## src/rtl/serial_in_scanner_pkg.sv

```systemverilog
// Shared state encoding and width helper for the 74LV165 chain scanner.
package serial_in_scanner_pkg;

  typedef enum logic [1:0] {
    ST_IDLE  = 2'd0,
    ST_LOAD  = 2'd1,
    ST_SHIFT = 2'd2,
    ST_EVAL  = 2'd3
  } scan_state_t;

  // Bits needed to hold 0..value-1, never less than one so counters stay declarable.
  function automatic int clog2_min1(input int value);
    int width;
    width = 32'sd1;
    for (int i = 32'sd1; i < 32'sd31; i++) begin
      if ((32'sd1 <<< i) < value) begin
        width = i + 32'sd1;
      end
    end
    return width;
  endfunction

endpackage

```

## src/rtl/serial_in_scanner_tick.sv

```systemverilog
// Shift-clock prescaler: splits each bit slot into a DIV-cycle low half and a DIV-cycle high half.
module sr_tick_gen #(
  parameter int DIV = 4
) (
  input  logic clk,
  input  logic reset,
  input  logic run,
  output logic sample,
  output logic slot_end
);
  import serial_in_scanner_pkg::*;

  localparam int CW = clog2_min1(DIV);
  localparam logic [CW-1:0] LAST = CW'(DIV - 1);

  logic [CW-1:0] div_cnt_r;
  logic          phase_r;

  // Counts inside a half-period; phase_r marks the high half of the slot.
  always_ff @(posedge clk) begin
    if (reset || !run) begin
      div_cnt_r <= '0;
      phase_r   <= 1'b0;
    end else if (div_cnt_r == LAST) begin
      div_cnt_r <= '0;
      phase_r   <= ~phase_r;
    end else begin
      div_cnt_r <= div_cnt_r + 1'b1;
    end
  end

  assign sample   = run && !phase_r && (div_cnt_r == LAST);
  assign slot_end = run &&  phase_r && (div_cnt_r == LAST);

endmodule

```

## src/rtl/serial_in_scanner.sv

```systemverilog
// Scans CHANNELS parallel 74LV165 chains, debounces whole frames and reports per-bit edges.
module serial_in_scanner #(
  parameter int CHANNELS     = 3,
  parameter int BITS         = 24,
  parameter int DIV          = 4,
  parameter int STABLE_SCANS = 2
) (
  input  logic                     clk,
  input  logic                     reset,
  input  logic                     scan_en,
  output logic                     sclk,
  output logic                     shldn,
  input  logic [CHANNELS-1:0]      qh,
  output logic [CHANNELS*BITS-1:0] data,
  output logic                     data_valid,
  output logic                     frame_strobe,
  output logic [CHANNELS*BITS-1:0] rise_pulse,
  output logic [CHANNELS*BITS-1:0] fall_pulse
);
  import serial_in_scanner_pkg::*;

  localparam int W    = CHANNELS * BITS;
  localparam int SW   = clog2_min1(BITS);
  localparam int CNTW = clog2_min1(STABLE_SCANS + 1);
  localparam logic [SW-1:0]   SLOT_LAST = SW'(BITS - 1);
  localparam logic [CNTW-1:0] CNT_MAX   = CNTW'(STABLE_SCANS);
  localparam logic [CNTW-1:0] CNT_ONE   = CNTW'(1);

  scan_state_t                        state_r;
  logic [SW-1:0]                      slot_r;
  logic [CHANNELS-1:0][BITS-1:0]      raw_r;
  logic [CHANNELS-1:0][BITS-1:0]      prev_r;
  logic [CNTW-1:0]                    cnt_r;
  logic                               sclk_r;
  logic                               shldn_r;
  logic [W-1:0]                       data_r;
  logic                               data_valid_r;
  logic                               frame_strobe_r;
  logic [W-1:0]                       rise_r;
  logic [W-1:0]                       fall_r;

  logic                               tick_run_s;
  logic                               sample_s;
  logic                               slot_end_s;
  logic [W-1:0]                       raw_flat_s;
  logic [CNTW-1:0]                    cnt_next_s;
  logic                               accept_s;

  assign tick_run_s = (state_r == ST_LOAD) || (state_r == ST_SHIFT);
  assign raw_flat_s = raw_r;

  sr_tick_gen #(.DIV(DIV)) u_tick (
    .clk      (clk),
    .reset    (reset),
    .run      (tick_run_s),
    .sample   (sample_s),
    .slot_end (slot_end_s)
  );

  // Stability count for the frame just shifted in and the resulting accept decision.
  always_comb begin
    cnt_next_s = CNT_ONE;
    accept_s   = 1'b0;
    if (raw_r == prev_r) begin
      if (cnt_r == CNT_MAX) begin
        cnt_next_s = CNT_MAX;
      end else begin
        cnt_next_s = cnt_r + 1'b1;
      end
    end else begin
      cnt_next_s = CNT_ONE;
    end
    if ((cnt_next_s == CNT_MAX) && ((raw_flat_s != data_r) || !data_valid_r)) begin
      accept_s = 1'b1;
    end else begin
      accept_s = 1'b0;
    end
  end

  // Scan sequencer, bit capture and accepted-frame update.
  always_ff @(posedge clk) begin
    if (reset) begin
      state_r        <= ST_IDLE;
      slot_r         <= '0;
      raw_r          <= '0;
      prev_r         <= '0;
      cnt_r          <= '0;
      sclk_r         <= 1'b0;
      shldn_r        <= 1'b1;
      data_r         <= '0;
      data_valid_r   <= 1'b0;
      frame_strobe_r <= 1'b0;
      rise_r         <= '0;
      fall_r         <= '0;
    end else begin
      frame_strobe_r <= 1'b0;
      rise_r         <= '0;
      fall_r         <= '0;
      case (state_r)
        ST_IDLE: begin
          sclk_r <= 1'b0;
          if (scan_en) begin
            state_r <= ST_LOAD;
            shldn_r <= 1'b0;
          end else begin
            shldn_r <= 1'b1;
          end
        end
        ST_LOAD: begin
          sclk_r <= 1'b0;
          if (slot_end_s) begin
            state_r <= ST_SHIFT;
            shldn_r <= 1'b1;
            slot_r  <= '0;
          end
        end
        ST_SHIFT: begin
          // First bit out of each chain is its MSB, so slot k lands at BITS-1-k.
          if (sample_s) begin
            for (int c = 0; c < CHANNELS; c++) begin
              raw_r[c][SLOT_LAST - slot_r] <= qh[c];
            end
            sclk_r <= 1'b1;
          end
          if (slot_end_s) begin
            sclk_r <= 1'b0;
            if (slot_r == SLOT_LAST) begin
              state_r <= ST_EVAL;
            end else begin
              slot_r <= slot_r + 1'b1;
            end
          end
        end
        ST_EVAL: begin
          sclk_r <= 1'b0;
          cnt_r  <= cnt_next_s;
          prev_r <= raw_r;
          if (accept_s) begin
            data_r         <= raw_flat_s;
            data_valid_r   <= 1'b1;
            frame_strobe_r <= 1'b1;
            if (data_valid_r) begin
              rise_r <= raw_flat_s & ~data_r;
              fall_r <= ~raw_flat_s & data_r;
            end
          end
          if (scan_en) begin
            state_r <= ST_LOAD;
            shldn_r <= 1'b0;
          end else begin
            state_r <= ST_IDLE;
            shldn_r <= 1'b1;
          end
        end
        default: begin
          state_r <= ST_IDLE;
          sclk_r  <= 1'b0;
          shldn_r <= 1'b1;
        end
      endcase
    end
  end

  assign sclk         = sclk_r;
  assign shldn        = shldn_r;
  assign data         = data_r;
  assign data_valid   = data_valid_r;
  assign frame_strobe = frame_strobe_r;
  assign rise_pulse   = rise_r;
  assign fall_pulse   = fall_r;

endmodule

```

## config.mk

```make
export PLATFORM = sky130hd
export DESIGN_NAME = serial_in_scanner
export DESIGN_NICKNAME = d
export VERILOG_FILES = /design/src/rtl/serial_in_scanner_pkg.sv /design/src/rtl/serial_in_scanner_tick.sv /design/src/rtl/serial_in_scanner.sv
export SDC_FILE = /design/constraint.sdc
export NUM_CORES = 1
export LEC_CHECK = 0
export CAP_MARGIN = 5
export CORE_UTILIZATION = 35
export CTS_CLUSTER_SIZE = 16
export DETAILED_ROUTE_END_ITERATION = 7
export GPL_TIMING_DRIVEN = 0
export PLACE_DENSITY = 0.52
export SYNTH_ARGS = -nofsm -noshare
export SYNTH_HDL_FRONTEND = slang
export SYNTH_SLANG_ARGS = --single-unit
```

## constraint.sdc

```tcl
create_clock -name clk -period 5.1 [get_ports clk]
set_clock_uncertainty 0.2 [all_clocks]
set_input_delay 1.02 -clock clk [delete_from_list [all_inputs] [get_ports clk]]
set_output_delay 1.02 -clock clk [all_outputs]
set_load 0.01 [all_outputs]
```

==> results.sh <==
export IMPL_status="completed"
export IMPL_grt_pass1_vias=12800
export IMPL_start_util_pct=35.7
export IMPL_whs_ps=239
export IMPL_reg2reg_depth=8
export IMPL_routed_wl_mm=54.6
export IMPL_cts_root_buf="clkbuf_16"
export IMPL_worstSetupEndpointType="register"
export IMPL_crit_path_end="rise_pulse[60]"
export IMPL_tns_ps=0
export IMPL_hold_viol=0
export IMPL_fmax_mhz=224
export IMPL_gp_congestion=0.908
export IMPL_max_cap_violations=0
export IMPL_timing_final_crit_share_pct=87.4
export IMPL_synthFlopType="dfxtp_1"
export IMPL_tightest_slew_ps=1190
export IMPL_post_route_min_period_ps=4460
export IMPL_insertion_delay_ps=580
export IMPL_final_area_um2=20800
export IMPL_r2r_end="rise_pulse[60]"
export IMPL_slew_violations=0
export IMPL_cp_max_fo=10
export IMPL_r2r_slack_ps=640
export IMPL_worstSetupPathType="reg -> reg"
export IMPL_crit_required_ps=5400
export IMPL_total_power_uw=6480
export IMPL_final_common_cell="dfxtp_1"
export IMPL_ctsLongestPathBuffers=3
export IMPL_setup_slack_ps=644
export IMPL_final_cell_mix="376 x dfxtp_1, 225 x clkdlybuf4s50_1, 156 x ha_1, 152 x a21oi_1, 151 x inv_1"
export IMPL_hpwl_mm=41.6
export IMPL_cts_sinks=376
export IMPL_async_flop_share_pct=0
export IMPL_ir_drop_v=0.000204
export IMPL_coreArea_um2=45600
export IMPL_ant_nets=0
export IMPL_rsz0062_at_grt="false"
export IMPL_cts_tree="yes"
export IMPL_cts_resized=0
export IMPL_grt_first_pass_wirelength_mm=80.8
export IMPL_syn_inst=1746
export IMPL_start_kind="register"
export IMPL_top_usage_layer="met2"
export IMPL_synth_edf_count=0
export IMPL_portBuffers=225
export IMPL_path_clk_slew_ps=60
export IMPL_p_leak_uw=0.00716
export IMPL_synth_cell_types=39
export IMPL_syn_nets=1908
export IMPL_cp_startpoint="raw_flat_s[62]"
export IMPL_syn_area_per_cell_um2=9.32
export IMPL_layout_drive_gt1_share_pct=3.71
export IMPL_drt_pre_antenna_iters=5
export IMPL_drt_iter0_drc=868
export IMPL_antenna_found_initial=2
export IMPL_yosys_warnings=0
export IMPL_post_place_ws_ps=636
export IMPL_cts_setup_buffers=0
export IMPL_place_area_um2=19300
export IMPL_ys_ff_latch=376
export IMPL_grt_use_met2_pct=37.1
export IMPL_slew_headroom_pct=19.6
export IMPL_postCtsHoldBufs=0
export IMPL_num_antenna_cells=0
export IMPL_final_net_count=2180
export IMPL_grt_total_usage_pct=23.0
export IMPL_drc=0
export IMPL_die_w_um=218
export IMPL_routedWlPerCell_um=20.6
export IMPL_rows=78
export IMPL_num_vias=13100
export IMPL_via_per_inst=4.95
export IMPL_pwr_density_cell_nw_per_um2=312
export IMPL_met3_usage_pct=5.79
export IMPL_n_fill_cell=4559
export IMPL_grt_util_met1_pct=30.1
export IMPL_seq_area_frac_synth_pct=46.2
export IMPL_r2r_start="raw_flat_s[62]"
export IMPL_cts_buffers=44
export IMPL_finalSetupViolCount=0
export IMPL_netlist_area_um2=16300
export IMPL_hold_depth=1
export IMPL_grt_max_degree=13
export IMPL_die_area_um2=47400
export IMPL_hold_path_class="reg -> reg"
export IMPL_io_pins=226
export IMPL_grt_ovfl_total=0
export IMPL_fp_dieH_um=218
export IMPL_arrival_ps=4750
export IMPL_area_growth_pct=27.6
export IMPL_htreeDepth=2
-- cell type report --
| class | instances | area (µm²) | area share (%) |
|---|---|---|---|
| buffer | 125 | 520 | 2.51 |
| clock buffer | 69 | 1290 | 6.19 |
| clock inverter | 10 | 188 | 0.904 |
| inverter | 151 | 567 | 2.73 |
| multi-input combinational | 1094 | 7670 | 36.9 |
| sequential | 376 | 7530 | 36.2 |
| tap | 600 | 751 | 3.61 |
| timing repair buffer | 226 | 2270 | 10.9 |
-- sequential cells by signal, summed over array words and instances, names as in the netlist --
signal,cells
slot_r,5
prev_r,72
cnt_r,2
state_r,2
data_valid,1
shldn,1
frame_strobe,1
sclk,1
fall_pulse,72
u_tick.div_cnt_r,2
rise_pulse,72
u_tick.phase_r,1
raw_flat_s,72
data,72
-- worst min path at each step --
stage / slack [ps] / to / from
detailed placement: 230 / u_tick.div_cnt_r[0] / u_tick.div_cnt_r[0]
global route: 270 / u_tick.div_cnt_r[0] / u_tick.div_cnt_r[0]
global placement: 220 / u_tick.div_cnt_r[0] / u_tick.div_cnt_r[0]
floorplan: 210 / u_tick.div_cnt_r[0] / u_tick.div_cnt_r[0]
finish: 240 / u_tick.div_cnt_r[0] / u_tick.div_cnt_r[0]
CTS: 240 / u_tick.div_cnt_r[0] / u_tick.div_cnt_r[0]
-- synth_stat cells, drive strengths merged (2+ instances only) --
cell type | instances | area [µm²]
o21ai | 4 | 20.0
ha | 156 | 1950
a21oi | 152 | 761
nor3b | 5 | 37.5
nor2 | 80 | 300
nand3 | 81 | 405
buf | 18 | 119
nand4 | 108 | 676
and3b | 2 | 17.5
xor2 | 11 | 96.3
and2 | 148 | 926
clkbuf | 107 | 402
o31ai | 72 | 541
nor4 | 11 | 90.1
dfxtp | 376 | 7530
xnor2 | 65 | 569
mux2i | 73 | 731
nand2b | 5 | 31.3
nor3 | 3 | 15.0
and3 | 3 | 18.8
inv | 151 | 567
nand2 | 105 | 394
-- kinds of logic (layout without fill, tap and decap cells) --
group	after synthesis	count (layout)	synth area share [%]
AOI/OAI and AO/OA	235	235	8.46
buffers and inverters	276	581	6.68
muxes	73	73	4.49
adders and majority gates	156	156	12.0
xor gates and xnor gates	76	76	4.09
DFF	376	376	46.2
and+or+nand+nor	554	554	18.0
-- critical path: stages (launching register included) --
cell	delay (ps)
dfxtp_1	400
xnor2_1	500
nand4_1	270
nor4_1	1040
nand3_1	290
nor4_4	990
buf_6	340
buf_6	170
and2_1	160
-- power by group --
part | internal, µW | switching (µW)
combinational | 97.4 | 166
clock | 1980 | 1260
sequential | 2950 | 13.7
total | 5030 | 1440
-- per-stage QoR --
stage          utilization, %  cells
3_5_place_dp             42.3   2572
5_1_grt                  45.6   2651
3_3_place_gp             42.3   2571
4_1_cts                  45.6   2651
6_report                 45.6   2651
2_1_floorplan               -   1746
-- per-layer routing --
metal	part of all wire, %	vias up
met1	45	6238
met3	6.8	82
met5	0.12	-
li1	-	6409
met4	2.5	4
met2	46	379
(Power assumes the default switching activity.)
